File: config.mk
export PLATFORM = sky130hd
export DESIGN_NAME = uart_num_formatter
export DESIGN_NICKNAME = d
export VERILOG_FILES = /design/src/rtl/uart_num_formatter.sv
export SDC_FILE = /design/constraint.sdc
export NUM_CORES = 2
export LEC_CHECK = 0
export ABC_AREA = 1
export ABC_CLOCK_PERIOD_IN_PS = 4000
export CAP_MARGIN = 10
export CORE_AREA = 5 5 448 450
export DETAILED_ROUTE_END_ITERATION = 12
export DIE_AREA = 0 0 453 455
export MAX_ROUTING_LAYER = met4
export PLACE_DENSITY = 0.52
export SYNTH_ARGS = -nofsm -noshare
export SYNTH_HDL_FRONTEND = slang
export SYNTH_SLANG_ARGS = --single-unit
File: constraint.sdc
create_clock -name sys_clk -period 4 [get_ports sys_clk]
set_clock_uncertainty 0.05 [all_clocks]
set_input_delay 0.4 -clock sys_clk [delete_from_list [all_inputs] [get_ports sys_clk]]
set_output_delay 0.4 -clock sys_clk [all_outputs]
set_load 0.05 [all_outputs]
File: src/rtl/uart_num_formatter.sv
// Formats an unsigned value as "<tag>=<decimal>" for the framed UART string transmitter.
// The value is converted by double-dabble, then packed and sent with one transmitter handshake.
module uart_num_formatter #(
  parameter int unsigned DATA_W      = 32,
  parameter int unsigned NDIG        = 10,
  parameter int unsigned STR_W       = 1096,
  parameter int unsigned TIMEOUT_CLK = 10_000_000
) (
  input  logic              sys_clk,
  input  logic              sys_rst_n,
  input  logic [DATA_W-1:0] value,
  input  logic [7:0]        tag,
  input  logic              fmt_req,
  output logic              fmt_busy,
  output logic              fmt_done,
  output logic              fmt_err,
  output logic [STR_W-1:0]  tx_string,
  output logic [7:0]        tx_length,
  output logic              tx_req,
  input  logic              tx_busy,
  input  logic              tx_done
);

  localparam int unsigned BCD_W = 4 * NDIG;
  localparam int unsigned CNT_W = $clog2(DATA_W);
  localparam int unsigned DIG_W = $clog2(NDIG);
  localparam int unsigned TO_W  = $clog2(TIMEOUT_CLK);

  typedef enum logic [6:0] {
    S_IDLE = 7'b0000001,
    S_CONV = 7'b0000010,
    S_PACK = 7'b0000100,
    S_REQ  = 7'b0001000,
    S_WAIT = 7'b0010000,
    S_DONE = 7'b0100000,
    S_ERR  = 7'b1000000
  } state_e;

  state_e             state_q, state_d;
  logic [DATA_W-1:0]  value_q, value_d;
  logic [7:0]         tag_q, tag_d;
  logic [BCD_W-1:0]   bcd_q, bcd_d, bcd_adj;
  logic [CNT_W-1:0]   bit_cnt_q, bit_cnt_d;
  logic [DIG_W-1:0]   dig_q, dig_d;
  logic               started_q, started_d;
  logic [7:0]         len_q, len_d;
  logic [STR_W-1:0]   tx_string_q, tx_string_d;
  logic [7:0]         tx_length_q, tx_length_d;
  logic               tx_req_q, tx_req_d;
  logic [TO_W-1:0]    to_cnt_q, to_cnt_d;
  logic [3:0]         cur_digit;

  // Double-dabble correction: any nibble >= 5 would overflow past 9 when doubled.
  always_comb begin
    bcd_adj = bcd_q;
    for (int i = 0; i < NDIG; i++) begin
      if (bcd_q[4*i +: 4] >= 4'd5) bcd_adj[4*i +: 4] = bcd_q[4*i +: 4] + 4'd3;
    end
  end

  assign cur_digit = bcd_q[4*int'(dig_q) +: 4];

  // NOTE: every signal written here gets its default first, so no path can infer a latch.
  always_comb begin
    state_d     = state_q;
    value_d     = value_q;
    tag_d       = tag_q;
    bcd_d       = bcd_q;
    bit_cnt_d   = bit_cnt_q;
    dig_d       = dig_q;
    started_d   = started_q;
    len_d       = len_q;
    tx_string_d = tx_string_q;
    tx_length_d = tx_length_q;
    tx_req_d    = 1'b0;
    to_cnt_d    = to_cnt_q;

    unique case (state_q)
      S_IDLE: begin
        if (fmt_req) begin
          value_d     = value;
          tag_d       = tag;
          bcd_d       = '0;
          bit_cnt_d   = '0;
          tx_string_d = '0;
          tx_length_d = '0;
          state_d     = S_CONV;
        end
      end
      S_CONV: begin
        bcd_d     = {bcd_adj[BCD_W-2:0], value_q[DATA_W-1]};
        value_d   = value_q << 1;
        bit_cnt_d = bit_cnt_q + CNT_W'(1);
        if (bit_cnt_q == CNT_W'(DATA_W - 1)) begin
          dig_d     = DIG_W'(NDIG - 1);
          started_d = 1'b0;
          len_d     = 8'd2;
          state_d   = S_PACK;
        end
      end
      S_PACK: begin
        tx_string_d[7:0]  = tag_q;
        tx_string_d[15:8] = 8'h3D;
        // Leading zeros are skipped, but the units digit always goes out so 0 prints as "0".
        if (cur_digit != 4'd0 || started_q || dig_q == '0) begin
          tx_string_d[8*int'(len_q) +: 8] = {4'h3, cur_digit};
          len_d     = len_q + 8'd1;
          started_d = 1'b1;
        end
        dig_d = dig_q - DIG_W'(1);
        if (dig_q == '0) begin
          tx_length_d = len_q + 8'd1;
          state_d     = S_REQ;
        end
      end
      S_REQ: begin
        if (!tx_busy) begin
          tx_req_d = 1'b1;
          to_cnt_d = '0;
          state_d  = S_WAIT;
        end
      end
      S_WAIT: begin
        if (tx_done)                                     state_d = S_DONE;
        else if (to_cnt_q == TO_W'(TIMEOUT_CLK - 1))     state_d = S_ERR;
        else                                             to_cnt_d = to_cnt_q + TO_W'(1);
      end
      S_DONE:  state_d = S_IDLE;
      S_ERR:   state_d = S_IDLE;
      default: state_d = S_IDLE;
    endcase
  end

  // NOTE: state registers use non-blocking assignments so all of them update together on the edge.
  always_ff @(posedge sys_clk or negedge sys_rst_n) begin
    if (!sys_rst_n) begin
      state_q     <= S_IDLE;
      value_q     <= '0;
      tag_q       <= '0;
      bcd_q       <= '0;
      bit_cnt_q   <= '0;
      dig_q       <= '0;
      started_q   <= 1'b0;
      len_q       <= '0;
      tx_string_q <= '0;
      tx_length_q <= '0;
      tx_req_q    <= 1'b0;
      to_cnt_q    <= '0;
    end else begin
      state_q     <= state_d;
      value_q     <= value_d;
      tag_q       <= tag_d;
      bcd_q       <= bcd_d;
      bit_cnt_q   <= bit_cnt_d;
      dig_q       <= dig_d;
      started_q   <= started_d;
      len_q       <= len_d;
      tx_string_q <= tx_string_d;
      tx_length_q <= tx_length_d;
      tx_req_q    <= tx_req_d;
      to_cnt_q    <= to_cnt_d;
    end
  end

  assign fmt_busy  = (state_q != S_IDLE);
  assign fmt_done  = (state_q == S_DONE);
  assign fmt_err   = (state_q == S_ERR);
  assign tx_string = tx_string_q;
  assign tx_length = tx_length_q;
  assign tx_req    = tx_req_q;

endmodule

==> Word-level counts from Yosys, hierarchy flattened <==
Index checks and enable logic that the tools add are counted.
{ "word_totals": {"reg_bits": 1234, "in_bits": 45, "out_inout_bits": 1108, "elab_cells": 120} }
{ "op_classes": {"add_sub_neg": 15, "n_lt_le_gt_ge": 10, "n_eq_ne": 18, "shift": 3, "n_mux": 44, "n_reduce_logical": 17} }
{ "ops": {"columns": ["cell", "n"], "rows": [
  ["1096-bit 2-to-1 mux", 2],
  ["1096-bit case mux with 2 select lines", 1],
  ["1096-bit bitwise mux", 1],
  ["8-bit by 33-bit variable shift with 1096-bit output (first input constant)", 1],
  ["8-bit by 33-bit indexed part select with 1096-bit output", 1],
  ["40-bit case mux with 2 select lines", 1],
  ["24-bit 2-to-1 mux", 3],
  ["32-bit case mux with 2 select lines", 1],
  ["24-bit case mux with 2 select lines", 1],
  ["7-bit 2-to-1 mux", 6],
  ["4-bit by 3-bit >= comparator with 1-bit output (second input constant)", 10],
  ["4-bit 2-to-1 mux", 10],
  ["40-bit 2-to-1 mux", 1],
  ["40-bit by 7-bit indexed part select with 4-bit output", 1],
  ["4-bit by 2-bit adder with 4-bit output (second input constant)", 9],
  ["7-bit case mux with 5 select lines", 1],
  ["11-bit negation with 33-bit output", 1],
  ["32-bit 2-to-1 mux", 1],
  ["8-bit 2-to-1 mux", 4],
  ["8-bit case mux with 2 select lines", 2],
  ["24-bit by 1-bit adder with 24-bit output (second input constant)", 1],
  ["24-bit equality test (second input constant)", 1],
  ["2-bit != test (second input constant)", 7],
  ["5-bit case mux with 2 select lines", 1],
  ["27 further kinds", 39]
]} }

==> Longest topological paths before layout <==
{ "logic_depth": {"depth_word": 6, "ltp_mapped": 19, "ltp_nobuf": 15} }

==> Worst setup path before layout <==
Ideal clock, no wire load.
{ "synth_timing": {"path_type": "register to register", "start": "reg len_q[0]", "end": "reg tx_string_q[109], in the netlist tx_string[109]", "setup_time_ns": 0.119, "arrival_time_ns": 2.757, "t_required_ns": 3.831, "path_slack_ns": 1.074, "path_stages_with_launch": 12, "n_path_buf": 5, "period_less_slack_ns": 2.926, "path_cell_list": "dfrtp_1 -> clkbuf_1 -> buf_1 -> nor3_1 -> ha_1 -> inv_1 -> buf_1 -> clkbuf_1 -> clkbuf_1 -> nor3_1 -> nand4_1 -> nand2_1"} }
{ "synth_between": {"elab_chain_len": 5, "word_cells_on_any_way": 6, "classes_between": "1 x add/sub; 2 x shift; 3 x mux"} }
{ "synth_lines": {"columns": ["item", "line", "source"], "rows": [
  ["start, declared", "46", "logic [7:0] len_q, len_d;"],
  ["start signal, assigned", "157", "len_q <= len_d;"],
  ["11-bit negation with 33-bit output *", "106", "tx_string_d[8*int'(len_q) +: 8] = {4'h3, cur_digit};"],
  ["8-bit by 33-bit indexed part select with 1096-bit output / 8-bit by 33-bit variable shift with 1096-bit output (equally long branches)", "106", null],
  ["1096-bit bitwise mux *", "106", null],
  ["1096-bit 2-to-1 mux *", "105", "if (cur_digit != 4'd0 || started_q || dig_q == '0) begin"],
  ["1096-bit case mux with 2 select lines *", "78", "unique case (state_q)"],
  ["end signal, assigned", "158", "tx_string_q <= tx_string_d;"],
  ["end, declared", "47", "logic [STR_W-1:0] tx_string_q, tx_string_d;"]
]} }
Mark *: on every way between the ends. The rest lies on a longest branch, timed or not. The select of a mux whose other input is x is not followed.
A chain may end at the register's enable or synchronous reset.

==> Worst setup path in the final report <==
{ "layout_timing": {"start": "reg dig_q[1]", "end": "reg tx_string_q[67], in the netlist tx_string[67]"} }
{ "layout_between": {"elab_chain_len": 6, "word_cells_on_any_way": 11, "classes_between": "1 x eq/ne; 2 x shift; 3 x mux; 5 x reduce/logical"} }
{ "layout_lines": {"columns": ["item", "line", "source"], "rows": [
  ["start, declared", "44", "logic [DIG_W-1:0] dig_q, dig_d;"],
  ["start signal, assigned", "155", "dig_q <= dig_d;"],
  ["parallel branches: the longest is 6 deep, another holds 8-bit by 33-bit indexed part select with 1096-bit output", null, null]
]} }
Parallel ways; which one is timed is not known. The select of a mux whose other input is x is not followed.

==> results.sh <==
export IMPL_hold_path_cell_count=3
export IMPL_number_of_antenna_violations_at_the_first_check_in_global_routing=3
export IMPL_critical_path_class="reg -> reg"
export IMPL_dp_cells=8416
export IMPL_regToRegStartpoint="dig_q[1]$_DFFE_PN0P_"
export IMPL_overflow=0
export IMPL_cts_max_path_buffers=3
export IMPL_post_route_drc_count=0
export IMPL_grt_start_max_net_pins=109
export IMPL_critical_path_reg2reg_endpoint="tx_string[67]$_DFFE_PN0P_"
export IMPL_fmax_mhz=265
export IMPL_switching_share_pct=46.5
export IMPL_timing_setup_tns_ps=0
export IMPL_timing_critical_path_slowest_stage_cell="sky130_fd_sc_hd__dfrtp_1"
export IMPL_delay_of_the_slowest_critical_path_stage_ps=520
export IMPL_yosys_warnings=0
export IMPL_worst_path_most_repeated_cell="sky130_fd_sc_hd__nand2_1"
export IMPL_power_density_mw_per_mm2=575
export IMPL_critical_path_arrival_ps=4360
export IMPL_fraction_of_synthesized_cell_area_taken_by_the_top_area_cell_type_pct=49.4
export IMPL_ctsHtreeMaxLevel=3
export IMPL_total_power_mw=31.8
export IMPL_vias=38800
export IMPL_port_buffer_count=880
export IMPL_worst_setup_path_end_kind="flip-flop"
export IMPL_reg2regPathDepth=15
export IMPL_synth_top_flop_cell="sky130_fd_sc_hd__dfrtp_1"
export IMPL_dieWidth_um=453
export IMPL_insertion_delay_ps=750
export IMPL_grt_pass1_vias=38000
export IMPL_path_cells="inv_2, ha_1, inv_1, nor3_1, or2_2, nor2_2, nand3_4, buf_4, nor2_4, nor2_4, buf_4, nand2_1, nor2_1, nand2_1, nand2_1"
export IMPL_grt_pass1_wl_um=296000
export IMPL_die_area_sq_mm=0.206
export IMPL_ys_types=51
export IMPL_floorplan_rows=163
export IMPL_int_pwr_mw=17.0
export IMPL_worst_hold_slack_ps=148
export IMPL_yosysTopAreaCell="sky130_fd_sc_hd__dfrtp_1"
export IMPL_peakVddDrop_mv=0.548
export IMPL_wire_per_inst_um=25.2
export IMPL_ys_top_cells_by_area="sky130_fd_sc_hd__dfrtp_1, sky130_fd_sc_hd__nand2_1, sky130_fd_sc_hd__buf_4"
export IMPL_layout_nets=5953
export IMPL_synthCells=5150
export IMPL_share_of_post_route_cells_with_drive_strength_above_1_pct=8.13
export IMPL_post_drt_via_cell_ratio=4.50
export IMPL_cp_data_required_time_ps=4590
export IMPL_timing_final_max_slew_violations=0
export IMPL_post_synthesis_sequential_area_ratio_pct=49.5
export IMPL_die_h_um=455
export IMPL_syn_cell_area_sq_mm=0.0418
export IMPL_timing_max_cap_violations=0
export IMPL_finalWorstPathRequiredPeriod_ps=3770
export IMPL_slew_limit_headroom_pct=26.2
export IMPL_clk_root_buffer_cell="sky130_fd_sc_hd__clkbuf_16"
export IMPL_p_leak_nw=24.9
export IMPL_status="complete, no violations"
export IMPL_p_clk_share_pct=29.5
export IMPL_postSynth_asyncResetShare_pct=100
export IMPL_p_seq_share_pct=30.0
export IMPL_switch_pwr_mw=14.8
export IMPL_ioPinCount=1153
export IMPL_global_route_usage_total_pct=20.7
export IMPL_unrepaired_setup_endpoints_after_global_routing="no"
export IMPL_place_gp_congestion=0.896
export IMPL_clock_sinks=826
export IMPL_areaGrowthSynthToFinish_pct=32.4
export IMPL_synth_edff_count=0
export IMPL_worst_slew_pin_transition_ps=1100
export IMPL_setup_viol=0
export IMPL_r2r_setup_slack_ps=230
export IMPL_ys_ff_latch=826
export IMPL_finalCritPeriodShare_pct=94.2
export IMPL_tritoncts_clock_tree="yes"
export IMPL_coreArea_sq_mm=0.196
export IMPL_cts_inserted_buffers=100
export IMPL_drtPass1Iterations=6
export IMPL_combinationalPowerShare_pct=40.4
export IMPL_starting_density_of_the_core_pct=21.3
export IMPL_drt_wl_total_um=217000
export IMPL_hold_class="in -> reg"
export IMPL_setup_ws_final_ps=231
export IMPL_drt_initial_drc_count=2988
export IMPL_clk_transition_reported_paths_ps=60
export IMPL_min_delay_worst_endpoint="tag_q[6]$_DFFE_PN0P_"
export IMPL_worst_setup_path_start_kind="flip-flop"
export IMPL_detailedPlacementHpwl_um=164000
export IMPL_place_worst_setup_slack_ps=238
export IMPL_layoutNonFillerInstCount=8607
export IMPL_final_hold_viol_count=0
export IMPL_syn_avg_cell_area_sq_um=8.11
export IMPL_timing_hold_worst_start="tag[6]"
export IMPL_crit_fanout=27
export IMPL_post_detailed_route_count_of_antenna_violating_nets=0
==> placed cells by master (no fill, tap or decap), types with 26 or more instances in the layout <==
master	count
sky130_fd_sc_hd__nand2_1	1566
sky130_fd_sc_hd__clkdlybuf4s50_1	879
sky130_fd_sc_hd__dfrtp_1	825
sky130_fd_sc_hd__nor2_1	449
sky130_fd_sc_hd__nand3_1	442
sky130_fd_sc_hd__conb_1	272
sky130_fd_sc_hd__inv_1	218
sky130_fd_sc_hd__o21ai_0	210
sky130_fd_sc_hd__o21ai_1	158
sky130_fd_sc_hd__nand4_1	110
sky130_fd_sc_hd__buf_4	104
sky130_fd_sc_hd__nor3_1	100
sky130_fd_sc_hd__clkbuf_16	100
sky130_fd_sc_hd__o21ai_2	87
sky130_fd_sc_hd__a21oi_1	47
sky130_fd_sc_hd__nor4_1	35
sky130_fd_sc_hd__a31oi_1	29
sky130_fd_sc_hd__o32ai_1	29
sky130_fd_sc_hd__ha_1	29
sky130_fd_sc_hd__xor2_1	26
==> cells by family after synthesis <==
| logic type | after synthesis | synth area share, % |
|---|---|---|
| AO/OA/AOI/OAI | 593 | 8.46 |
| XOR/XNOR | 30 | 0.683 |
| adder cells (fa/ha/maj) | 29 | 0.869 |
| buffers and inverters | 897 | 12.4 |
| flip-flops | 826 | 49.5 |
| other | 1 | 0.00898 |
| AND/OR/NAND/NOR | 2774 | 28.1 |
==> area by class of cell <==
type / count / area, sq um
fillers: 21200 / 141000
flip-flops and latches: 826 / 20700
multi-input cells: 3698 / 17100
repair buffers: 999 / 9890
well taps: 2640 / 3300
clock buffers: 144 / 2920
inverters: 254 / 980
clock inverters: 42 / 454
diodes: 4 / 10.0
==> worst max path at each step <==
stage                              start                     endpoint  slack [ps]  cells after the start
floorplan           len_q[0]$_DFFE_PN0P_   tx_string[109]$_DFFE_PN0P_        1070                     11
global placement    len_q[6]$_DFFE_PN0P_  tx_string[1040]$_DFFE_PN0P_         160                     12
detailed placement  dig_q[1]$_DFFE_PN0P_   tx_string[616]$_DFFE_PN0P_         240                     14
CTS                 dig_q[0]$_DFFE_PN0P_    tx_string[67]$_DFFE_PN0P_         210                     15
global route        dig_q[1]$_DFFE_PN0P_   tx_string[634]$_DFFE_PN0P_          20                     14
finish              dig_q[1]$_DFFE_PN0P_    tx_string[67]$_DFFE_PN0P_         230                     15
==> power by group through the flow <==
stage | Combinational (mW) | Clock, mW | Sequential, mW
2_1_floorplan | 7.39 | 0 | 10.5
3_3_place_gp | 12.8 | 0 | 9.69
3_5_place_dp | 12.9 | 0 | 9.71
4_1_cts | 12.9 | 9.66 | 9.56
5_1_grt | 13.6 | 9.95 | 9.63
6_report | 12.8 | 9.38 | 9.55
==> state kept, by name, indices dropped and copies added (netlist names) <==
| name | count |
|---|---|
| bcd_q | 40 |
| bit_cnt_q | 5 |
| dig_q | 4 |
| len_q | 8 |
| started_q | 1 |
| state_q | 7 |
| tag_q | 8 |
| to_cnt_q | 24 |
| tx_length | 8 |
| tx_req | 1 |
| tx_string | 688 |
| value_q | 32 |
==> per-stage QoR <==
stage / util (%) / area, sq um
6_report: 28.2 / 55300
5_1_grt: 28.2 / 55300
4_1_cts: 28.2 / 55300
3_5_place_dp: 26.5 / 51900
3_3_place_gp: 26.5 / 51900
2_1_floorplan: - / 42800
==> timing repair <==
action                     CTS  global route
gates resized for setup      0             2
hold endpoints to repair    64             0
hold buffers                 1             0
setup endpoints to repair    0             7
setup buffers                0             0
==> routing by layer <==
metal / track usage [%] / vias up / wire length (um)
met5: - / - / 0
met3: 3.41 / 356 / 12600
li1: - / 17600 / -
met4: 11.0 / 0 / 13500
met1: 23.5 / 19200 / 83300
met2: 34.9 / 1589 / 107000
==> synth_stat cells (2+ instances only) <==
library cell and instances:
sky130_fd_sc_hd__a21oi_1 47, sky130_fd_sc_hd__a21oi_2 5, sky130_fd_sc_hd__a22oi_1 2, sky130_fd_sc_hd__a31oi_1 29, sky130_fd_sc_hd__a32o_1 2, sky130_fd_sc_hd__buf_1 17, sky130_fd_sc_hd__buf_2 56, sky130_fd_sc_hd__buf_4 426
sky130_fd_sc_hd__buf_6 18, sky130_fd_sc_hd__clkbuf_1 118, sky130_fd_sc_hd__clkbuf_2 8, sky130_fd_sc_hd__clkinv_1 4, sky130_fd_sc_hd__dfrtp_1 825, sky130_fd_sc_hd__ha_1 29, sky130_fd_sc_hd__inv_1 220, sky130_fd_sc_hd__inv_2 29
sky130_fd_sc_hd__nand2_1 1575, sky130_fd_sc_hd__nand2_2 8, sky130_fd_sc_hd__nand3_1 442, sky130_fd_sc_hd__nand3_2 4, sky130_fd_sc_hd__nand4_1 110, sky130_fd_sc_hd__nor2_1 451, sky130_fd_sc_hd__nor2_2 24, sky130_fd_sc_hd__nor2_4 7
sky130_fd_sc_hd__nor3_1 100, sky130_fd_sc_hd__nor3_2 11, sky130_fd_sc_hd__nor4_1 35, sky130_fd_sc_hd__o21ai_0 211, sky130_fd_sc_hd__o21ai_1 157, sky130_fd_sc_hd__o21ai_2 87, sky130_fd_sc_hd__o22ai_1 3, sky130_fd_sc_hd__o31ai_1 16
sky130_fd_sc_hd__o32ai_1 29, sky130_fd_sc_hd__or2_2 2, sky130_fd_sc_hd__xor2_1 26, sky130_fd_sc_hd__xor2_2 2
==> worst max-delay path: cells and delay by family, from the launching register on <==
kind	cells	cell delay (ps)
buffers and inverters	4	1140
flip-flops	1	520
adder cells (fa/ha/maj)	1	190
AND/OR/NAND/NOR	10	1750
Note: power is estimated with default switching activity, not from simulation.
